File: src/rtl/decode_if.sv
// Fetch-to-decode and decode-to-execute handshake bundle for decode_stage.
interface decode_if #(
   parameter int unsigned DWIDTH    = 32,
   parameter int unsigned CNT_WIDTH = 8
);
   logic                 in_valid;
   logic                 in_ready;
   logic [DWIDTH-1:0]    instr;
   logic [DWIDTH-1:0]    pc_in;
   logic                 flush;
   logic                 out_valid;
   logic                 out_ready;
   logic [DWIDTH-1:0]    pc_out;
   logic [3:0]           op;
   logic [1:0]           ssel;
   logic [DWIDTH-1:0]    imm;
   logic [4:0]           rs1_id;
   logic [4:0]           rs2_id;
   logic [4:0]           rdst_id;
   logic [2:0]           jump_type;
   logic [DWIDTH-1:0]    jump_addr;
   logic                 we_dmem;
   logic                 we_regfile;
   logic                 en_rdata;
   logic [CNT_WIDTH-1:0] illegal_cnt;

   // Environment side: drives fetch data and downstream ready.
   modport master (
      output in_valid, instr, pc_in, flush, out_ready,
      input  in_ready, out_valid, pc_out, op, ssel, imm, rs1_id, rs2_id, rdst_id,
             jump_type, jump_addr, we_dmem, we_regfile, en_rdata, illegal_cnt
   );

   // Decode stage side.
   modport slave (
      input  in_valid, instr, pc_in, flush, out_ready,
      output in_ready, out_valid, pc_out, op, ssel, imm, rs1_id, rs2_id, rdst_id,
             jump_type, jump_addr, we_dmem, we_regfile, en_rdata, illegal_cnt
   );
endinterface

File: src/rtl/decode_stage.sv
// MIPS-subset decode stage: one-entry output register, load-use interlock,
// flush, and a saturating illegal-instruction counter.
module decode_stage #(
   parameter int unsigned DWIDTH    = 32,
   parameter int unsigned CNT_WIDTH = 8
) (
   input logic    clk,
   input logic    rst,
   decode_if.slave bus
);
   localparam logic [3:0] OP_AND = 4'b0000;
   localparam logic [3:0] OP_OR  = 4'b0001;
   localparam logic [3:0] OP_ADD = 4'b0010;
   localparam logic [3:0] OP_SAT = 4'b0011;
   localparam logic [3:0] OP_SUB = 4'b0110;
   localparam logic [3:0] OP_SLT = 4'b0111;
   localparam logic [3:0] OP_NOR = 4'b1100;
   localparam logic [3:0] OP_UND = 4'b1111;
   localparam logic [2:0] JT_NOP  = 3'b000;
   localparam logic [2:0] JT_BEQ  = 3'b001;
   localparam logic [2:0] JT_JAL  = 3'b010;
   localparam logic [2:0] JT_JR   = 3'b011;
   localparam logic [2:0] JT_J    = 3'b100;
   localparam logic [2:0] JT_BODD = 3'b101;

   typedef enum logic [1:0] {EMPTY, FULL, BUBBLE} state_t;

   state_t               state, state_n;
   logic                 lu_pending, lu_pending_n;
   logic [4:0]           lu_rd, lu_rd_n;
   logic [CNT_WIDTH-1:0] cnt_q;
   logic [DWIDTH-1:0]    pc_q, imm_q, ja_q;
   logic [3:0]           op_q;
   logic [1:0]           ssel_q;
   logic [4:0]           rs1_q, rs2_q, rdst_q;
   logic [2:0]           jt_q;
   logic                 wed_q, wer_q, enr_q;

   logic [5:0]        opcode, funct;
   logic [3:0]        d_op, r_op;
   logic              r_ok;
   logic [1:0]        d_ssel;
   logic [DWIDTH-1:0] d_imm, d_ja;
   logic [4:0]        d_rs1, d_rs2, d_rdst;
   logic [2:0]        d_jt;
   logic              d_wed, d_wer, d_enr, d_illegal, d_rd1, d_rd2;
   logic              out_valid_c, in_ready_c, transfer_c, issue_c, hazard_c;
   logic              issuing_load_c, pend_act_c;
   logic [4:0]        pend_rd_c;
   logic              load_c, cnt_inc_c;
   logic              unused_instr;

   assign unused_instr = ^bus.instr;

   // Combinational decode of the presented instruction, including which sources it reads.
   always_comb begin
      opcode    = bus.instr[31:26];
      funct     = bus.instr[5:0];
      d_op      = OP_UND;
      d_ssel    = 2'b00;
      d_imm     = '0;
      d_ja      = '0;
      d_rs1     = 5'd0;
      d_rs2     = 5'd0;
      d_rdst    = 5'd0;
      d_jt      = JT_NOP;
      d_wed     = 1'b0;
      d_wer     = 1'b0;
      d_enr     = 1'b0;
      d_illegal = 1'b1;
      d_rd1     = 1'b0;
      d_rd2     = 1'b0;
      r_ok      = 1'b1;
      case (funct)
         6'b100100: r_op = OP_AND;
         6'b100101: r_op = OP_OR;
         6'b100000: r_op = OP_ADD;
         6'b100010: r_op = OP_SUB;
         6'b100111: r_op = OP_NOR;
         6'b101010: r_op = OP_SLT;
         default: begin
            r_op = OP_UND;
            r_ok = 1'b0;
         end
      endcase
      case (opcode)
         6'b000000: begin
            if (r_ok) begin
               d_op = r_op; d_ssel = 2'b01; d_rdst = bus.instr[15:11]; d_wer = 1'b1;
               d_rs1 = bus.instr[25:21]; d_rs2 = bus.instr[20:16];
               d_illegal = 1'b0; d_rd1 = 1'b1; d_rd2 = 1'b1;
            end else if (funct == 6'b001000) begin
               d_jt = JT_JR; d_rs1 = bus.instr[25:21]; d_rs2 = bus.instr[20:16];
               d_illegal = 1'b0; d_rd1 = 1'b1;
            end
         end
         6'b001000, 6'b001010, 6'b100000, 6'b100011: begin
            d_op  = (opcode == 6'b001010) ? OP_SLT : (opcode == 6'b100000) ? OP_SAT : OP_ADD;
            d_enr = (opcode == 6'b100011);
            d_imm = {{(DWIDTH-16){bus.instr[15]}}, bus.instr[15:0]};
            d_rs1 = bus.instr[25:21]; d_rs2 = bus.instr[20:16]; d_rdst = bus.instr[20:16];
            d_wer = 1'b1; d_illegal = 1'b0; d_rd1 = 1'b1;
         end
         6'b101011, 6'b000100, 6'b000111: begin
            d_op  = (opcode == 6'b101011) ? OP_ADD : OP_UND;
            d_wed = (opcode == 6'b101011);
            d_jt  = (opcode == 6'b000100) ? JT_BEQ : (opcode == 6'b000111) ? JT_BODD : JT_NOP;
            d_imm = {{(DWIDTH-16){bus.instr[15]}}, bus.instr[15:0]};
            d_rs1 = bus.instr[25:21]; d_rs2 = bus.instr[20:16];
            d_illegal = 1'b0; d_rd1 = 1'b1; d_rd2 = (opcode != 6'b000111);
         end
         6'b000011, 6'b000010: begin
            d_ja = {{(DWIDTH-26){bus.instr[25]}}, bus.instr[25:0]};
            d_illegal = 1'b0;
            if (opcode == 6'b000011) begin
               d_op = OP_ADD; d_ssel = 2'b10; d_rdst = 5'd31; d_wer = 1'b1; d_jt = JT_JAL;
            end else begin
               d_jt = JT_J;
            end
         end
         default: ;
      endcase
   end

   // Handshake and interlock; a load leaving this cycle counts as pending too,
   // so its consumer cannot slip in right behind it.
   always_comb begin
      out_valid_c    = (state == FULL);
      issue_c        = out_valid_c && bus.out_ready;
      issuing_load_c = issue_c && enr_q && (rdst_q != 5'd0);
      pend_act_c     = issuing_load_c || (!issue_c && lu_pending);
      pend_rd_c      = issuing_load_c ? rdst_q : lu_rd;
      hazard_c       = bus.in_valid && pend_act_c &&
                       ((d_rd1 && (d_rs1 == pend_rd_c)) || (d_rd2 && (d_rs2 == pend_rd_c)));
      in_ready_c     = !rst && !bus.flush && (state != BUBBLE) && !hazard_c &&
                       (!out_valid_c || bus.out_ready);
      transfer_c     = bus.in_valid && in_ready_c;
   end

   // Next-state logic.
   always_comb begin
      state_n      = state;
      lu_pending_n = lu_pending;
      lu_rd_n      = lu_rd;
      load_c       = 1'b0;
      cnt_inc_c    = 1'b0;
      if (bus.flush) begin
         state_n      = EMPTY;
         lu_pending_n = 1'b0;
      end else if (state == BUBBLE) begin
         state_n      = EMPTY;
         lu_pending_n = 1'b0;
      end else begin
         if (issue_c) begin
            lu_pending_n = enr_q && (rdst_q != 5'd0);
            lu_rd_n      = rdst_q;
         end
         if (transfer_c) begin
            state_n   = FULL;
            load_c    = 1'b1;
            cnt_inc_c = d_illegal;
         end else if (hazard_c && (!out_valid_c || bus.out_ready)) begin
            state_n = BUBBLE;
         end else if (issue_c) begin
            state_n = EMPTY;
         end
      end
   end

   always_ff @(posedge clk) begin
      if (rst) begin
         state <= EMPTY; lu_pending <= 1'b0; lu_rd <= 5'd0; cnt_q <= '0;
         pc_q <= '0; imm_q <= '0; ja_q <= '0; op_q <= OP_AND; ssel_q <= 2'b00;
         rs1_q <= 5'd0; rs2_q <= 5'd0; rdst_q <= 5'd0; jt_q <= JT_NOP;
         wed_q <= 1'b0; wer_q <= 1'b0; enr_q <= 1'b0;
      end else begin
         state      <= state_n;
         lu_pending <= lu_pending_n;
         lu_rd      <= lu_rd_n;
         if (cnt_inc_c && (cnt_q != {CNT_WIDTH{1'b1}})) cnt_q <= cnt_q + CNT_WIDTH'(1);
         if (load_c) begin
            pc_q <= bus.pc_in; imm_q <= d_imm; ja_q <= d_ja; op_q <= d_op; ssel_q <= d_ssel;
            rs1_q <= d_rs1; rs2_q <= d_rs2; rdst_q <= d_rdst; jt_q <= d_jt;
            wed_q <= d_wed; wer_q <= d_wer; enr_q <= d_enr;
         end
      end
   end

   assign bus.in_ready    = in_ready_c;
   assign bus.out_valid   = out_valid_c;
   assign bus.pc_out      = pc_q;
   assign bus.op          = op_q;
   assign bus.ssel        = ssel_q;
   assign bus.imm         = imm_q;
   assign bus.rs1_id      = rs1_q;
   assign bus.rs2_id      = rs2_q;
   assign bus.rdst_id     = rdst_q;
   assign bus.jump_type   = jt_q;
   assign bus.jump_addr   = ja_q;
   assign bus.we_dmem     = wed_q;
   assign bus.we_regfile  = wer_q;
   assign bus.en_rdata    = enr_q;
   assign bus.illegal_cnt = cnt_q;
endmodule

File: src/flat_wrapper.sv
// flat-port wrapper written by rule: the top's interface ports become plain ports
module decode_stage_flat 
#(
   parameter int unsigned DWIDTH    = 32,
   parameter int unsigned CNT_WIDTH = 8
)
  (clk, rst, bus_in_valid, bus_instr, bus_pc_in, bus_flush, bus_out_ready, bus_in_ready, bus_out_valid, bus_pc_out, bus_op, bus_ssel, bus_imm, bus_rs1_id, bus_rs2_id, bus_rdst_id, bus_jump_type, bus_jump_addr, bus_we_dmem, bus_we_regfile, bus_en_rdata, bus_illegal_cnt);
  decode_if #(.DWIDTH(DWIDTH), .CNT_WIDTH(CNT_WIDTH)) bus_i ();
  input logic clk;
  input logic rst;
  input wire logic [$bits(bus_i.in_valid)-1:0] bus_in_valid;
  input wire logic [$bits(bus_i.instr)-1:0] bus_instr;
  input wire logic [$bits(bus_i.pc_in)-1:0] bus_pc_in;
  input wire logic [$bits(bus_i.flush)-1:0] bus_flush;
  input wire logic [$bits(bus_i.out_ready)-1:0] bus_out_ready;
  output wire logic [$bits(bus_i.in_ready)-1:0] bus_in_ready;
  output wire logic [$bits(bus_i.out_valid)-1:0] bus_out_valid;
  output wire logic [$bits(bus_i.pc_out)-1:0] bus_pc_out;
  output wire logic [$bits(bus_i.op)-1:0] bus_op;
  output wire logic [$bits(bus_i.ssel)-1:0] bus_ssel;
  output wire logic [$bits(bus_i.imm)-1:0] bus_imm;
  output wire logic [$bits(bus_i.rs1_id)-1:0] bus_rs1_id;
  output wire logic [$bits(bus_i.rs2_id)-1:0] bus_rs2_id;
  output wire logic [$bits(bus_i.rdst_id)-1:0] bus_rdst_id;
  output wire logic [$bits(bus_i.jump_type)-1:0] bus_jump_type;
  output wire logic [$bits(bus_i.jump_addr)-1:0] bus_jump_addr;
  output wire logic [$bits(bus_i.we_dmem)-1:0] bus_we_dmem;
  output wire logic [$bits(bus_i.we_regfile)-1:0] bus_we_regfile;
  output wire logic [$bits(bus_i.en_rdata)-1:0] bus_en_rdata;
  output wire logic [$bits(bus_i.illegal_cnt)-1:0] bus_illegal_cnt;
  assign bus_i.in_valid = bus_in_valid;
  assign bus_i.instr = bus_instr;
  assign bus_i.pc_in = bus_pc_in;
  assign bus_i.flush = bus_flush;
  assign bus_i.out_ready = bus_out_ready;
  assign bus_in_ready = bus_i.in_ready;
  assign bus_out_valid = bus_i.out_valid;
  assign bus_pc_out = bus_i.pc_out;
  assign bus_op = bus_i.op;
  assign bus_ssel = bus_i.ssel;
  assign bus_imm = bus_i.imm;
  assign bus_rs1_id = bus_i.rs1_id;
  assign bus_rs2_id = bus_i.rs2_id;
  assign bus_rdst_id = bus_i.rdst_id;
  assign bus_jump_type = bus_i.jump_type;
  assign bus_jump_addr = bus_i.jump_addr;
  assign bus_we_dmem = bus_i.we_dmem;
  assign bus_we_regfile = bus_i.we_regfile;
  assign bus_en_rdata = bus_i.en_rdata;
  assign bus_illegal_cnt = bus_i.illegal_cnt;
  decode_stage #(.DWIDTH(DWIDTH), .CNT_WIDTH(CNT_WIDTH)) u_core (.clk(clk), .rst(rst), .bus(bus_i));
endmodule
File: config.mk
export PLATFORM = sky130hd
export DESIGN_NAME = decode_stage_flat
export DESIGN_NICKNAME = d
export VERILOG_FILES = /design/src/rtl/decode_if.sv /design/src/rtl/decode_stage.sv /design/src/flat_wrapper.sv
export SDC_FILE = /design/constraint.sdc
export NUM_CORES = 1
export LEC_CHECK = 0
export ABC_AREA = 1
export CORE_AREA = 2 2 78 136
export CTS_BUF_LIST = sky130_fd_sc_hd__clkbuf_4 sky130_fd_sc_hd__clkbuf_8
export DETAILED_ROUTE_END_ITERATION = 8
export DIE_AREA = 0 0 80 138
export DONT_BUFFER_PORTS = 1
export GPL_TIMING_DRIVEN = 0
export PLACE_DENSITY_LB_ADDON = 0.08
export SLEW_MARGIN = 10
export SYNTH_ARGS = -nofsm -noshare
export SYNTH_HDL_FRONTEND = slang
export SYNTH_SLANG_ARGS = --single-unit
File: constraint.sdc
create_clock -name clk -period 2.4 [get_ports clk]
set_clock_uncertainty 0.05 [all_clocks]
set_input_delay 0 -clock clk [delete_from_list [all_inputs] [get_ports clk]]
set_output_delay 0 -clock clk [all_outputs]
set_load 0.1 [all_outputs]
==> flow_metrics.tcl, run 1 <==
set metrics [dict create \
    dpl.hpwl_mm 12.0 \
    rsz0062_at_grt "true" \
    globalplace.congestion 0.866 \
    nets 923 \
    avgViaCountPerCell 5.62 \
    crit_required_ns 2.35 \
    die-area_um2 11000 \
    yosysSeqAreaShare_pct 44.1 \
    fp.dieW_um 80 \
    cp_top_family "simple AND/OR/NAND/NOR gates" \
    grt_max_degree 19 \
    clkPwrFrac_pct 42.4 \
    syn2layout_area_growth_pct 34.2 \
    clock_latency_ns 0.45 \
    grt_pass1_vias 5318 \
    critPathLaunchType "flip-flop" \
    synth_cell_types 32 \
    tightest_slew_ns 1.13 \
    violations "negative setup slack" \
    dr.first_iter.drc_count 279 \
    grt-ovfl-total 0 \
    synth_cells 751 \
    synth.ff_latch_count 117 \
    drc 0 \
    pwr_density_cell_nw_per_um2 666 \
    synth_edf_count 0 \
    hold_viol_final 0 \
    io-pin-count 202 \
    rows 49 \
    cts_sinks 117 \
    final_common_cell "nand2_1" \
    ant_nets 0 \
    die_y_um 138 \
    slew_headroom_pct 24.5 \
    dp_slack_ns -0.732 \
    htree_levels 4 \
    fin_crit_sh_pct 133 \
    wire_per_inst_um 17.8 \
    dr.pass1.iters 5 \
    synth_nets 821 \
    layout_common_cells "186 x nand2_1, 108 x dfxtp_1, 102 x a21oi_1" \
    hold_class "in2reg" \
    peakVddDrop_uv 656 \
    seq_power_share_pct 48.0 \
    max_stage_delay_ns 0.50 \
    synth_async_sr_flop_share_pct 0 \
    power.internal_mw 3.35 \
    cp_common_cell "nand2_2" \
    crit_chain "inv_2 -> nor2_4 -> nand2_2 -> nor2_4 -> nand2_4 -> o21ai_4 -> inv_2 -> nand3_1 -> nand2_1 -> nor2_1 -> nand2_1 -> nand2_2 -> nand2_4 -> nand2_2 -> clkinvlp_4" \
    cts_tree "done" \
    comb_power_share_pct 9.6 \
    final_max_slew_viol_count 0 \
    synth-main-ff-cell "dfxtp_1" \
    cts_buffers 17 \
    antenna_found_initial 0 \
    avgSynthCellArea_um2 7.08 \
    cp_max_fo 8 \
    min_period_ns 3.19 \
    port_buffers 0 \
    setup_viol 112 \
    start_util_pct 52.9 \
    cts_root_buffer "clkbuf_8" \
    fin_util_pct 70.9 \
    report.power.total_mw 4.75 \
    cts_max_path_buffers 2 \
    wirelength_mm 17.6 \
    fin_cells 993 \
    cp-end-kind "output port" \
    cpMaxStageDelayCell "nor2_4" \
    syn_area_um2 5320 \
    clkTransAtPathRegs_ns 0.07 \
    yosysWarningCount 0 \
    core-area_um2 10100 \
    dp.cells 878 \
    drive_above_1_share_pct 17.9 \
    worstPathArrival_ns 3.14 \
    p_leak_nw 2.77 \
    grt_pass1_wl_mm 26.4 \
    swShare_pct 29.5 \
    max_cap_viol_count 0 \
    setup_ws_ns -0.792 \
    p_sw_mw 1.40 \
    groute.usage.overall_pct 31.1 \
    num_antenna_cells 0 \
    path_class "reg2out" \
    vias 5578 \
    fmax_ghz 0.313 \
    critical_path_buf_inv_count 3 \
    outcome "complete, but fails checks" \
]
==> path summary, 6_finish.rpt <==
check               startpoint                  endpoint  slack, ns  cells past startpoint
min              bus_instr[29]   u_core.bus.jump_type[2]       0.01                      5
min reg2reg  u_core.lu_pending         u_core.lu_pending       0.50                      2
max reg2reg    u_core.state[0]  u_core.bus.jump_addr[12]      -0.71                     19
max            u_core.state[0]              bus_in_ready      -0.79                     15
==> repair_timing <==
action,CTS,global route
cloned,0,3
setup endpoints to repair,112,112
setup buffers,5,5
hold endpoints to repair,111,9
gates resized for setup,27,42
hold buffers,69,1
pin swaps,6,5
==> synthesized netlist by cell type, drive strengths merged, types with 2 or more instances <==
library cell	n	area, um2
nand2	198	748
dfxtp	117	2340
a21oi	109	546
nand3	86	435
nor2	59	241
buf	48	333
inv	48	180
o21ai	35	175
clkbuf	15	57.6
nand4	11	68.8
nor3	5	25.0
xor2	5	43.8
a221oi	4	35.0
a31oi	2	12.5
==> metal layers <==
layer  vias up  GRT usage [%]  share of wire (%)
met3        71           9.60                7.8
met4         0           22.4                6.6
li1       2679              -                  -
met1      2561           30.3                 34
met2       267           53.4                 52
met5         -              0                  0
==> worst min-delay path: stages <==
cell     delay, ns
nor2_2        0.03
nand3_1       0.09
o21ai_0       0.18
nand2_1       0.11
a21oi_1       0.05
==> flip-flops by register name, indices dropped and copies added (netlist names) <==
register and flops:
u_core.bus.illegal_cnt 8, u_core.bus.jump_type 3, u_core.bus.we_regfile 1, u_core.lu_rd 5
u_core.bus.rdst_id 5, u_core.bus.rs1_id 5, u_core.lu_pending 1, u_core.bus.we_dmem 1
u_core.bus.rs2_id 5, u_core.state 2, u_core.bus.op 4, u_core.bus.en_rdata 1
u_core.bus.jump_addr 26, u_core.bus.pc_out 32, u_core.bus.imm 16, u_core.bus.ssel 2
==> power groups by stage <==
stage,Sequential (mW),Combinational (mW),Clock (mW)
4_1_cts,2.28,0.418,2.01
6_report,2.28,0.457,2.01
3_3_place_gp,2.32,0.293,0
2_1_floorplan,2.31,0.237,0
5_1_grt,2.28,0.495,2.11
3_5_place_dp,2.32,0.300,0
==> through the flow <==
stage                     instance area [um2]  hold slack [ns]  setup TNS (ns)
after global routing                     7130           0.0583          -89.62
after global placement                   5590           0.0963          -62.24
after detailed placement                 5600            0.101          -67.82
after floorplan                          5440           0.0929          -25.14
after CTS                                6870           -0.103          -59.60
final                                    7130           0.0112          -68.37
==> final cells by class <==
class	instances	area, um2
Clock buffer	19	262
Tap cell	127	159
Inverter	48	189
Timing Repair Buffer	83	862
Sequential cell	117	2360
Buffer	63	520
Multi-Input combinational cell	523	2610
Fill cell	867	2920
Clock inverter	13	180
==> logic make-up after synthesis <==
| family | synth area share (%) |
|---|---|
| simple gates | 28.8 |
| flops | 44.1 |
| fa+ha+maj | 0.235 |
| buf+inv | 10.7 |
| xor+xnor | 0.824 |
| compound gates | 15.3 |
Power figures use the tool's default switching activity.
==> run 2, diff against run 1 <==
--- a/config.mk
+++ b/config.mk
@@ -6,13 +6,14 @@
 export NUM_CORES = 1
 export LEC_CHECK = 0
 export ABC_AREA = 1
-export CORE_AREA = 2 2 78 136
+export CORE_AREA = 2 2 97 169
 export CTS_BUF_LIST = sky130_fd_sc_hd__clkbuf_4 sky130_fd_sc_hd__clkbuf_8
 export DETAILED_ROUTE_END_ITERATION = 8
-export DIE_AREA = 0 0 80 138
+export DIE_AREA = 0 0 99 171
 export DONT_BUFFER_PORTS = 1
 export GPL_TIMING_DRIVEN = 0
 export PLACE_DENSITY_LB_ADDON = 0.08
+export SKIP_CTS_REPAIR_TIMING = 1
 export SLEW_MARGIN = 10
 export SYNTH_ARGS = -nofsm -noshare
 export SYNTH_HDL_FRONTEND = slang
==> run 2 against run 1 <==
The run ends with negative hold slack, negative setup slack left. Clock power about the same. Wire length increased by 6.6%. Non-clock buffer count fell by 18. Via count decreased by 4.2%. Die area grew 53%. Sequential cell count stayed put. Critical endpoint unchanged. Largest cell class unchanged. Highest routed layer unchanged.
==> flow_metrics.tcl, run 2 (synthesis gave the netlist of run 1 again) <==
set metrics [dict create \
    die-area_um2 16900 \
    seqCellArea_um2 2350 \
    swShare_pct 29.7 \
    outcome "complete, but fails checks" \
    nets 905 \
    max_cap_viol_count 0 \
    fin_util_pct 43.9 \
    groute.usage.overall_pct 20.6 \
    min_period_ns 3.08 \
    critPathLaunchType "flip-flop" \
    hold_path_depth 4 \
    hold_path.startpoint "bus_in_valid" \
    r2r_start "u_core.bus.rdst_id[3]" \
    fillers 1601 \
    vias 5344 \
    grt_pass1_wl_mm 26.7 \
    layout_common_cells "189 x nand2_1, 108 x dfxtp_1, 104 x a21oi_1" \
    path_class "reg2out" \
    dp.cells 940 \
    core-area_um2 15600 \
    drc 0 \
    htree_levels 4 \
    cts_sinks 117 \
    final_common_cell "nand2_1" \
    wirelength_mm 18.8 \
    clkTransAtPathRegs_ns 0.08 \
    ant_nets 0 \
    pwr_density_cell_nw_per_um2 688 \
    largest_reg_flops 32 \
    tightest_slew_ns 1.14 \
    rsz0062_at_grt "true" \
    globalplace.congestion 0.894 \
    cts_max_path_buffers 2 \
    grt-ovfl-total 0 \
    fp.dieW_um 99 \
    setup_ws_ns -0.676 \
    cts_root_buffer "clkbuf_8" \
    port_buffers 0 \
    violations "negative hold slack, negative setup slack" \
    syn2layout_area_growth_pct 29.3 \
    hold_class "in2reg" \
    p_sw_mw 1.40 \
    comb_power_share_pct 8.9 \
    setup_tns_ns -60.26 \
    setup_viol 111 \
    seq_power_share_pct 48.1 \
    cts_buffers 17 \
    cpMaxStageDelayCell "dfxtp_2" \
    slew_headroom_pct 23.9 \
    grt_max_degree 19 \
    max_stage_delay_ns 0.71 \
    hold_viol_final 15 \
    fin_cells 1038 \
    clkPwrFrac_pct 43.0 \
    start_util_pct 34.0 \
    p_leak_nw 2.69 \
    dr.pass1.iters 5 \
    multi_input_area_um2 2540 \
    dpl.hpwl_mm 13.9 \
    fmax_ghz 0.325 \
    crit_required_ns 2.35 \
    dr.first_iter.drc_count 231 \
    drive_above_1_share_pct 15.3 \
    hold_ws_ns -0.148 \
    worstPathArrival_ns 3.03 \
    fin_crit_sh_pct 128 \
    avgViaCountPerCell 5.15 \
    crit_chain "inv_1 -> nand4_1 -> nand3_1 -> nand3_1 -> nand3_2 -> nor2_2 -> nand2_1 -> nor2_1 -> nand2_1 -> nand2_2 -> nand2_4 -> nand2_4 -> clkinvlp_4" \
    final_max_slew_viol_count 0 \
    clock_latency_ns 0.44 \
    cts_tree "done" \
    rows 61 \
    wire_per_inst_um 18.1 \
    power.internal_mw 3.33 \
    cp-end-kind "output port" \
    reg2reg_depth 17 \
    die_y_um 171 \
    holdPathEnd "u_core.state[1]" \
    rrSetupSlack_ns -0.66 \
    antenna_found_initial 1 \
    cp_max_fo 5 \
    peakVddDrop_uv 311 \
    grt_pass1_vias 4899 \
    io-pin-count 202 \
    r2r-end "u_core.bus.rdst_id[3]" \
]
[run 2: worst max path at each step]
stage                                       end                   from  cells after the start  slack [ns]
after global routing               bus_in_ready        u_core.state[0]                     17       -0.88
after detailed placement  u_core.bus.pc_out[30]        u_core.state[0]                     18       -0.75
final                              bus_in_ready  u_core.bus.rdst_id[3]                     13       -0.68
after global placement    u_core.bus.rdst_id[3]        u_core.state[0]                     19       -0.73
after CTS                          bus_in_ready        u_core.state[0]                     15       -0.89
after floorplan                u_core.bus.op[0]        u_core.state[0]                     21       -0.25
[run 2: per-layer routing]
metal	up-vias	track usage, %	part of all wire, %
met3	35	6.90	7.3
met5	-	0	0
li1	2629	-	-
met1	2479	20.9	36
met2	201	37.3	53
met4	0	9.83	3.7
[run 2: layout make-up]
type / instances / area share [%]
Clock buffer: 20 / 3.82
Timing Repair Buffer: 65 / 9.39
Multi-Input combinational cell: 523 / 36.9
Antenna cell: 1 / 0.0364
Tap cell: 189 / 3.44
Clock inverter: 12 / 2.57
Sequential cell: 117 / 34.2
Inverter: 48 / 2.68
Buffer: 63 / 6.88
[run 2: worst max-delay path, delay by kind of cell (launching register included)]
kind / cells / cell delay (ns)
simple gates: 11 / 1.27
buf+inv: 2 / 0.61
flops: 1 / 0.71
[run 2: power by group through the flow]
stage / clock, mW / combinational (mW) / sequential [mW]
final: 2.03 / 0.419 / 2.28
after global routing: 2.16 / 0.461 / 2.28
after CTS: 2.09 / 0.311 / 2.28
after detailed placement: 0 / 0.309 / 2.32
after global placement: 0 / 0.304 / 2.32
after floorplan: 0 / 0.237 / 2.31
[run 2: metrics by stage]
stage / worst slack (ns) / total power, mW / instance area, um2
2_1_floorplan: -0.245 / 2.55 / 5440
3_3_place_gp: -0.732 / 2.62 / 5670
3_5_place_dp: -0.751 / 2.63 / 5670
4_1_cts: -0.885 / 4.67 / 6110
5_1_grt: -0.884 / 4.90 / 6870
6_report: -0.676 / 4.73 / 6870
==> run 3, diff against run 2 <==
--- a/config.mk
+++ b/config.mk
@@ -14,6 +14,7 @@
 export GPL_TIMING_DRIVEN = 0
 export PLACE_DENSITY_LB_ADDON = 0.08
 export SKIP_CTS_REPAIR_TIMING = 1
+export SKIP_LAST_GASP = 1
 export SLEW_MARGIN = 10
 export SYNTH_ARGS = -nofsm -noshare
 export SYNTH_HDL_FRONTEND = slang
==> run 3 against run 2 <==
The run still ends with negative hold slack, negative setup slack left. Clock power about the same. Sequential share of layout area did not move. Sequential power barely moved. Design area unchanged. Global-route usage unchanged. Maximum frequency down 0.39%. Core utilization did not move. Critical endpoint unchanged. Largest cell class unchanged.
==> flow_metrics.tcl, run 3 (synthesis gave the netlist of run 1 again) <==
set metrics [dict create \
    outcome "complete, but fails checks" \
    violations "negative hold slack, negative setup slack" \
    fin_crit_sh_pct 129 \
    setup_tns_ns -60.82 \
    die_y_um 171 \
    peakVddDrop_uv 310 \
    io-pin-count 202 \
    grt_pass1_vias 4899 \
    pwr_density_cell_nw_per_um2 689 \
    hold_class "in2reg" \
    report.power.total_mw 4.74 \
    cts_tree "done" \
    cts_root_buffer "clkbuf_8" \
    min_period_ns 3.09 \
    clkPwrFrac_pct 43.1 \
    comb_power_share_pct 8.8 \
    hold_ws_ns -0.155 \
    power.internal_mw 3.33 \
    avgViaCountPerCell 5.15 \
    wire_per_inst_um 18.1 \
    ant_nets 0 \
    final_max_slew_viol_count 0 \
    setup_ws_ns -0.689 \
    tightest_slew_ns 1.14 \
    die-area_um2 16900 \
    rsz0062_at_grt "true" \
    core-area_um2 15600 \
    max_cap_viol_count 0 \
    htree_levels 4 \
    p_leak_nw 2.69 \
    wirelength_mm 18.8 \
    cts_max_path_buffers 2 \
    cts_sinks 117 \
    drive_above_1_share_pct 15.3 \
    rows 61 \
    grt-ovfl-total 0 \
    antenna_found_initial 1 \
    dpl.hpwl_mm 13.9 \
    swShare_pct 29.8 \
    fp.dieW_um 99 \
    path_class "reg2out" \
    crit_required_ns 2.35 \
    drc 0 \
    largest_reg_flops 32 \
    cp_max_fo 5 \
    grt_pass1_wl_mm 26.7 \
    clkTransAtPathRegs_ns 0.08 \
    cp-end-kind "output port" \
    grt_max_degree 19 \
    worstPathArrival_ns 3.04 \
    crit_chain "inv_1 -> nand4_1 -> nand3_1 -> nand3_1 -> nand3_2 -> nor2_2 -> nand2_1 -> nor2_1 -> nand2_1 -> nand2_2 -> nand2_4 -> nand2_4 -> clkinvlp_4" \
    nets 905 \
    syn2layout_area_growth_pct 29.3 \
    hold_viol_final 17 \
    globalplace.congestion 0.894 \
    seq_power_share_pct 48.1 \
    start_util_pct 34.0 \
    critPathLaunchType "flip-flop" \
    layout_common_cells "189 x nand2_1, 108 x dfxtp_1, 104 x a21oi_1" \
    groute.usage.overall_pct 20.6 \
    dr.first_iter.drc_count 246 \
    setup_viol 111 \
    dr.pass1.iters 8 \
    final_area_um2 6870 \
    cts_buffers 17 \
    final_common_cell "nand2_1" \
    slew_headroom_pct 23.7 \
    max_stage_delay_ns 0.72 \
    port_buffers 0 \
    rrSetupSlack_ns -0.66 \
    clock_latency_ns 0.44 \
    cpMaxStageDelayCell "dfxtp_2" \
    p_sw_mw 1.41 \
    dpl_cell_area_um2 5670 \
    fmax_ghz 0.324 \
    vias 5341 \
]
run 3: cell counts in the layout (fill, tap and decap cells not counted):
Identical to the previous run, type by type.
run 3: final cells by class:
| cell class | instances | area, um2 |
|---|---|---|
| Tap cell | 189 | 236 |
| Clock buffer | 20 | 263 |
| Inverter | 48 | 184 |
| Timing Repair Buffer | 65 | 646 |
| Multi-Input combinational cell | 523 | 2540 |
| Antenna cell | 1 | 2.50 |
| Buffer | 63 | 473 |
| Sequential cell | 117 | 2350 |
| Clock inverter | 12 | 176 |
| Fill cell | 1601 | 8770 |
run 3: worst max-delay path: cells and delay by family, from the launching register on:
kind | cells | cell delay [ns]
buffers and inverters | 2 | 0.61
AND/OR/NAND/NOR | 11 | 1.27
flip-flops | 1 | 0.72
run 3: metal layers:
metal / GRT usage (%) / vias to the layer above / share of wire [%]
li1: - / 2627 / -
met1: 20.9 / 2478 / 36
met2: 37.3 / 197 / 52
met3: 6.90 / 39 / 7.2
met4: 9.83 / 0 / 4.2
met5: 0 / - / 0
run 3: worst paths after layout:
path | depth (start not counted) | to | from
worst max-delay path | 13 | bus_in_ready | u_core.bus.rdst_id[3]
worst min-delay path | 4 | u_core.state[1] | bus_in_valid
worst max register to register | 17 | u_core.bus.rdst_id[3] | u_core.bus.rdst_id[3]
worst min register to register | 2 | u_core.lu_rd[0] | u_core.lu_rd[0]
run 3: power by group through the flow:
stage               registers [mW]  logic, mW  clock network, mW
floorplan                     2.31      0.237                  0
global placement              2.32      0.304                  0
detailed placement            2.32      0.309                  0
CTS                           2.28      0.311               2.09
global route                  2.28      0.461               2.16
finish                        2.28      0.419               2.04
run 3: metrics by stage:
stage	instances	util [%]	worst slack, ns
floorplan	751	-	-0.245
global placement	940	36.2	-0.732
detailed placement	940	36.3	-0.751
CTS	972	39.1	-0.885
global route	1038	43.9	-0.884
finish	1038	43.9	-0.689
